[config.mk]
export PLATFORM = sky130hd
export DESIGN_NAME = spi_reg_arbiter
export DESIGN_NICKNAME = d
export VERILOG_FILES = /design/src/rtl/spi_regs_pkg.sv /design/src/rtl/reg_core_port_fsm.sv /design/src/rtl/spi_reg_arbiter.sv
export SDC_FILE = /design/constraint.sdc
export NUM_CORES = 1
export LEC_CHECK = 0
export CAP_MARGIN = 20
export CORE_MARGIN = 1
export CORE_UTILIZATION = 50
export DETAILED_ROUTE_END_ITERATION = 10
export PLACE_DENSITY = 0.81
export REMOVE_ABC_BUFFERS = 1
export SYNTH_ARGS = -nofsm -noshare
export SYNTH_HDL_FRONTEND = slang
export SYNTH_SLANG_ARGS = --single-unit
[constraint.sdc]
create_clock -name clk -period 12.2 [get_ports clk]
set_input_delay 1.22 -clock clk [delete_from_list [all_inputs] [get_ports clk]]
set_output_delay 1.22 -clock clk [all_outputs]
set_load 0.05 [all_outputs]
[src/rtl/spi_regs_pkg.sv]
// Shared constants and the core-port FSM state type for the SPI register bank.
package spi_regs_pkg;
    localparam int unsigned DEF_ADDR_W       = 5;
    localparam int unsigned DEF_RW_REG_COUNT = 23;
    localparam int unsigned DEF_COMMIT_ADDR  = DEF_RW_REG_COUNT - 1;
    localparam int unsigned ERR_CNT_W        = 8;

    typedef enum logic [1:0] {
        IDLE,
        BLOCKED,
        ACK
    } core_state_e;
endpackage

[src/rtl/reg_core_port_fsm.sv]
// Core write-port handshake: grants a write when no SPI strobe is present and acks it one cycle later.
module reg_core_port_fsm
    import spi_regs_pkg::*;
(
    input  logic clk,
    input  logic rst,
    input  logic core_req,
    input  logic spi_busy,
    output logic grant,
    output logic core_ack
);

    core_state_e state;

    // ACK ignores core_req so a held request cannot double-commit.
    always_comb grant = core_req && !spi_busy && (state != ACK);

    always_ff @(posedge clk or posedge rst) begin
        if (rst) begin
            state    <= IDLE;
            core_ack <= 1'b0;
        end else begin
            core_ack <= grant;
            case (state)
                IDLE:    if (core_req) state <= spi_busy ? BLOCKED : ACK;
                BLOCKED: if (!core_req) state <= IDLE;
                         else if (!spi_busy) state <= ACK;
                ACK:     state <= IDLE;
                default: state <= IDLE;
            endcase
        end
    end

endmodule

[src/rtl/spi_reg_arbiter.sv]
// Register bank shared by SPI write strobes (priority) and a core req/ack port.
// Optional shadow bank with commit register when SPI_REG_SHADOW_EN is defined.
module spi_reg_arbiter
    import spi_regs_pkg::*;
#(
    parameter int unsigned RW_REG_COUNT = DEF_RW_REG_COUNT,
    parameter int unsigned ADDR_W       = DEF_ADDR_W,
    parameter int unsigned COMMIT_ADDR  = RW_REG_COUNT - 1
) (
    input  logic                      clk,
    input  logic                      rst,
    input  logic [ADDR_W-1:0]         spi_address,
    input  logic [7:0]                spi_data,
    input  logic                      is_spi_write,
    input  logic                      core_req,
    input  logic [ADDR_W-1:0]         core_addr,
    input  logic [7:0]                core_data,
    output logic                      core_ack,
    output logic [RW_REG_COUNT*8-1:0] rw_data,
    output logic [RW_REG_COUNT-1:0]   reg_changed,
    output logic [ERR_CNT_W-1:0]      write_err_cnt
);

    if ((1 << ADDR_W) < RW_REG_COUNT || COMMIT_ADDR >= RW_REG_COUNT) begin : g_bad_cfg
        $error("spi_reg_arbiter: ADDR_W too small or COMMIT_ADDR out of range");
    end

    logic                    core_grant;
    logic [RW_REG_COUNT-1:0] spi_hit;
    logic [RW_REG_COUNT-1:0] core_hit;
    logic                    err_hit;

    reg_core_port_fsm u_core_fsm (
        .clk      (clk),
        .rst      (rst),
        .core_req (core_req),
        .spi_busy (is_spi_write),
        .grant    (core_grant),
        .core_ack (core_ack)
    );

    // Out-of-range addresses match no bit, so they fall through to err_hit only.
    always_comb begin
        spi_hit  = '0;
        core_hit = '0;
        for (int unsigned i = 0; i < RW_REG_COUNT; i++) begin
            spi_hit[i]  = is_spi_write && (32'(spi_address) == i);
            core_hit[i] = core_grant && (32'(core_addr) == i);
        end
        err_hit = (is_spi_write && (32'(spi_address) >= RW_REG_COUNT))
               || (core_grant && (32'(core_addr) >= RW_REG_COUNT));
    end

`ifdef SPI_REG_SHADOW_EN
    logic [RW_REG_COUNT*8-1:0] shadow;
    logic                      commit;

    always_comb commit = spi_hit[COMMIT_ADDR] && spi_data[0];

    always_ff @(posedge clk or posedge rst) begin
        if (rst) begin
            shadow <= '0;
        end else begin
            for (int unsigned i = 0; i < RW_REG_COUNT; i++) begin
                if (spi_hit[i] && (i != COMMIT_ADDR)) shadow[8*i +: 8] <= spi_data;
                if (core_hit[i])                      shadow[8*i +: 8] <= core_data;
            end
        end
    end
`endif

    always_ff @(posedge clk or posedge rst) begin
        if (rst) begin
            rw_data       <= '0;
            reg_changed   <= '0;
            write_err_cnt <= '0;
        end else begin
            for (int unsigned i = 0; i < RW_REG_COUNT; i++) begin
`ifdef SPI_REG_SHADOW_EN
                if (commit && (i != COMMIT_ADDR)) rw_data[8*i +: 8] <= shadow[8*i +: 8];
`else
                if (spi_hit[i]) rw_data[8*i +: 8] <= spi_data;
`endif
                if (core_hit[i]) rw_data[8*i +: 8] <= core_data;
            end
`ifdef SPI_REG_SHADOW_EN
            reg_changed <= commit ? '1 : core_hit;
`else
            reg_changed <= spi_hit | core_hit;
`endif
            if (err_hit && (write_err_cnt != '1))
                write_err_cnt <= write_err_cnt + ERR_CNT_W'(1);
        end
    end

endmodule
==> impl_metrics.toml, run 1 <==
[status]
outcome = "finished clean"

[final_layout]
nNetsFinal = 1074
layout-drive-gt1-share_pct = 9.74
area_growth_pct = 35.2
antenna_cells = 0

[synthesis]
async_flop_share_pct = 100
synth_cells = 811
synth_top_area_share_pct = 56.7
synth_top_cell_by_area = "dfrtp_1"
ys_seq_area_share_pct = 56.7
post-synth-top-count-cell = "dfrtp_1"
yosys_most_used_dff = "dfrtp_1"
synth_common_cells = "dfrtp_1, a21o_1, a22o_1"
yosysUniqueCellTypes = 46
syn-mean-instance-area_um2 = 11.9
yosys_warnings = 0
synth_edf_count = 0
syn_area_mm2 = 0.00962
synth.area.top_cells = "dfrtp_1, a22o_1, a21o_1"
ys_ff_latch = 218

[setup_path]
endpoint_kind = "flip-flop"
timing.rr.start = "u_core_fsm.state[1]"
cp.arrival_ps = 4040
reg2reg_depth = 5
worstPathRequired_ps = 12580
cp_max_fo = 12
crit_type = "input port to flip-flop"
r2r_end = "rw_data[54]"
start_kind = "input port"
rrSetupSlack_ps = 9550

[global_route]
grt.busiest_layer = "met2"
grt_use_met3_pct = 7.61
gr-usage-met2_pct = 48.5
grt_pass1_vias = 7764
grt_use_met1_pct = 40.2
antenna_found_initial = 0
overflow = 0
grt_max_degree = 146
track_usage_pct = 30.0
grt_pass1_wl_mm = 45.2

[clocking]
cts_buffers = 23
cts_tree = "built"
root_buffer = "clkbuf_16"
clk_pin_slew_ps = 60
cts_sinks = 218
htreeDepth = 1
post_cts_buffers = 0
hold_buffers = 0
cts_resized = 0
clk-insertion-delay-late_ps = 500
ctsLongestPathBuffers = 3

[timing]
hold_viol = 0
fin_ws_ps = 8540
drv_slew = 0
setup_violations = 0
maxSlewHeadroom_pct = 31.7
setup_tns_ps = 0
rsz0062_at_grt = "no"
fin_crit_ps = 3660
worstMarginPinSlew_ps = 1020
fmax_mhz = 273
clock_skew_ps = 6.41
fin_crit_sh_pct = 30.0
holdWs_ps = 467

[pwr]
intPower_mw = 1.66
vdd_drop_max_uv = 142
powerDensity_mw_per_mm2 = 216
leakage_nw = 6.52
switching_power_mw = 1.14
clkPwrFrac_pct = 24.4
pwr-share-seq_pct = 35.3
combinationalPowerShare_pct = 40.4
switching_share_pct = 40.7

[floorplan]
core_area_mm2 = 0.0188
die_x_um = 141
start_util_pct = 51.2
rows = 50
die_h_um = 141
die_area_mm2 = 0.0198
num_io_pins = 246

[detailed_routing]
drc = 0
ant_nets = 0
wl_mm = 29.8
dr.pass1.iters = 5
drt-initial-drc-count = 510
num_vias = 8039
routed_via_density = 6.22
wl_per_cell_um = 23.1

[hold_path]
min_path_cells = 1
min_from = "u_core_fsm.state[1]"
min_to = "u_core_fsm.state[0]"
hp-class = "flip-flop to flip-flop"

[place]
pre_cts_ws_ps = 8050
portBuffers = 245
routabilityCongestion = 0.802
dpl.hpwl_mm = 18.9

[job]
cap_violations = 0
[cells in the final DEF (no fill, tap or decap), types with 4 or more instances in the layout]
cell type	n
clkdlybuf4s50_1	245
dfrtp_1	218
a22o_1	126
a21o_1	126
nor2_1	43
nor3_1	37
a221o_1	37
nor2_2	28
inv_1	26
clkbuf_16	23
mux2i_1	19
a21oi_1	16
buf_4	15
nand2_1	12
clkbuf_8	10
nand3_1	7
nand2b_1	6
o21ai_0	6
nor3_4	4
nor2_4	4
and2_1	4
[worst max-delay path: stages]
cell and delay, ps:
clkdlybuf4s50_1 770, and2b_1 230, nand4b_1 600, nor2_1 610
nor2_1 250, a221o_1 340
[stage by stage]
step	cells	area [um^2]	power [mW]	utilization [%]
after floorplan	758	9380	1.70	-
after global placement	1252	12200	2.11	65.2
after detailed placement	1252	12200	2.13	65.2
after CTS	1292	13000	2.82	69.3
after global routing	1292	13000	2.90	69.3
final	1292	13000	2.80	69.3
[sequential cells by signal, indices dropped and copies added (netlist names)]
name                 cells
reg_changed             23
rw_data                184
u_core_fsm.core_ack      1
u_core_fsm.state         2
write_err_cnt            8
[final cells by class]
class                           count  area, um^2
Clock buffer                       35         721
Tap cell                          234         293
Sequential cell                   218        5460
Clock inverter                      5        31.3
Fill cell                        1374        5770
Timing Repair Buffer              260        2560
Inverter                           27         109
Multi-Input combinational cell    513        3820
[metal layers]
metal  wire length, um  part of all wire, %
met5                 0                    0
met4               626                  2.1
met3              2760                  9.3
met2             14100                   47
met1             12300                   41
[cells by family after synthesis]
logic type / count (synthesis) / share of synthesized area [%]
adders and majority gates: 1 / 0.130
buffers and inverters: 80 / 3.50
and+or+nand+nor: 169 / 10.1
xor gates and xnor gates: 4 / 0.364
muxes: 21 / 2.21
AOI/OAI and AO/OA: 318 / 26.9
DFF: 218 / 56.7
[power by group through the flow]
stage	clock network (mW)	registers, mW	logic (mW)
after floorplan	0	1.53	0.163
after global placement	0	0.995	1.12
after detailed placement	0	0.998	1.13
after CTS	0.693	0.988	1.14
after global routing	0.726	1.00	1.17
final	0.684	0.989	1.13
[how the worst max path moves through the flow]
stage,cells past startpoint,slack [ps],to,startpoint
floorplan,1,5020,reg_changed[0],rst
global placement,6,8170,rw_data[54],core_addr[2]
detailed placement,6,8050,rw_data[54],core_addr[2]
CTS,6,8560,rw_data[54],core_addr[2]
global route,6,8400,rw_data[51],core_addr[2]
finish,6,8540,rw_data[54],core_addr[2]
Power figures use the tool's default switching activity.
==> run 2: changes to the inputs <==
- CORE_UTILIZATION: 50 -> 45
- PLACE_DENSITY: 0.81 -> 0.77
- clock period: 12.2 -> 3.25 ns (I/O delays scaled with it)
==> impl_metrics.toml, run 2 (same netlist as run 1, synthesis figures left out) <==
[status]
outcome = "finished clean"

[final_layout]
layout-drive-gt1-share_pct = 10.4
area_growth_pct = 36.3
nFillCells = 1717
final_common_cell = "clkdlybuf4s50_1"
instances_no_fill = 1346
reg_top3 = "rw_data (184), reg_changed (23), write_err_cnt (8)"
largest_reg_flops = 184
nNetsFinal = 1085
regMostFlops = "rw_data"
most-common-layout-cells = "clkdlybuf4s50_1, dfrtp_1, a22o_1, a21o_1, nor2_1"

[timing]
drv_slew = 0
clock_skew_ps = 5.76
hold_viol = 0
setup_tns_ps = 0
holdWs_ps = 279
setup_violations = 0
fin_crit_sh_pct = 69.8
rsz0062_at_grt = "no"
maxSlewHeadroom_pct = 38.8
worstMarginPinSlew_ps = 915
fin_crit_ps = 2270
fmax_mhz = 441

[detailed_routing]
wl_per_cell_um = 22.7
num_vias = 7993
dr.pass1.iters = 7
ant_nets = 0
routed_via_density = 5.94
wl_mm = 30.5
drc = 0
drt-initial-drc-count = 482

[clocking]
clk_pin_slew_ps = 60
htreeDepth = 1
cts_buffers = 23
cts_sinks = 218
root_buffer = "clkbuf_16"
post_cts_buffers = 0
ctsLongestPathBuffers = 3
cts_tree = "built"
hold_buffers = 0
cts_resized = 0
clk-insertion-delay-late_ps = 510

[place]
dp_cells = 1304
routabilityCongestion = 0.818
dpl.hpwl_mm = 19.9
portBuffers = 245

[setup_path]
r2r_end = "rw_data[54]"
start_kind = "input port"
reg2reg_depth = 5
worstPathRequired_ps = 3630
timing.rr.start = "u_core_fsm.state[1]"
cp_max_fo = 9
endpoint_kind = "flip-flop"
cp.arrival_ps = 2650
rrSetupSlack_ps = 1100
crit_type = "input port to flip-flop"

[global_route]
track_usage_pct = 27.5
grt_max_degree = 71
antenna_found_initial = 2
grt_pass1_vias = 7813
overflow = 0
grt_pass1_wl_mm = 45.8

[floorplan]
rows = 53
core_area_mm2 = 0.0210
start_util_pct = 45.9
num_io_pins = 246
die_x_um = 148
die_h_um = 148
die_area_mm2 = 0.0220

[pwr]
power_mw = 10.5
powerDensity_mw_per_mm2 = 800
leakage_nw = 6.56
vdd_drop_max_uv = 493

[hold_path]
hp-class = "input port to asynchronous set/reset pin"

[job]
cap_violations = 0
## run 2: cell types whose count changed in the layout (fill, tap and decap cells not counted)
cell	previous run	this run
buf_12	0	1
buf_4	15	25
bufinv_16	0	1
clkbuf_1	2	5
clkbuf_8	10	3
clkinv_2	3	7
clkinvlp_4	1	0
diode_2	0	2
## run 2: worst max-delay path by stage
stage / from / endpoint / slack, ps / cells past startpoint
after floorplan: rst / reg_changed[0] / -3040 / 1
after global placement: is_spi_write / rw_data[6] / 610 / 7
after detailed placement: is_spi_write / rw_data[51] / 500 / 6
after CTS: is_spi_write / rw_data[54] / 1030 / 6
after global routing: is_spi_write / rw_data[54] / 850 / 6
final: is_spi_write / rw_data[54] / 980 / 6
## run 2: worst max-delay path, stage by stage
cell and delay [ps]:
clkdlybuf4s50_1 540, nor2b_2 390, nand4b_1 370, nor2_1 450
nor2_1 240, a221o_1 330
## run 2: where the power goes
group	switching, mW	total (mW)	leakage (nW)	internal (mW)
Clock	1.06	2.51	0.357	1.45
Combinational	2.83	4.25	3.40	1.42
Sequential	0.410	3.72	2.80	3.31
## run 2: stage by stage
step                area [um^2]  utilization (%)  setup slack, ps
finish                    13100             62.5              982
global route              13100             62.5              845
CTS                       13100             62.5             1030
detailed placement        12400             59.1              501
global placement          12400             59.1              607
floorplan                  9380                -            -3040
## run 2: final cells by class
cell class / count / area (um^2) / area share, %
timing repair buffer: 271 / 2660 / 20.3
multi-input combinational: 513 / 3820 / 29.2
antenna: 2 / 5.00 / 0.0382
sequential: 218 / 5460 / 41.6
inverter: 27 / 109 / 0.831
tap: 275 / 344 / 2.63
clock buffer: 31 / 636 / 4.85
clock inverter: 9 / 73.8 / 0.563
## run 2: per-layer routing
metal / global-route usage, % / wire length, um / vias to the layer above
met5: 0 / 0 / -
met4: 9.02 / 889 / 0
met3: 6.01 / 2920 / 72
met2: 43.7 / 14200 / 411
met1: 37.5 / 12500 / 3983
li1: - / - / 3527
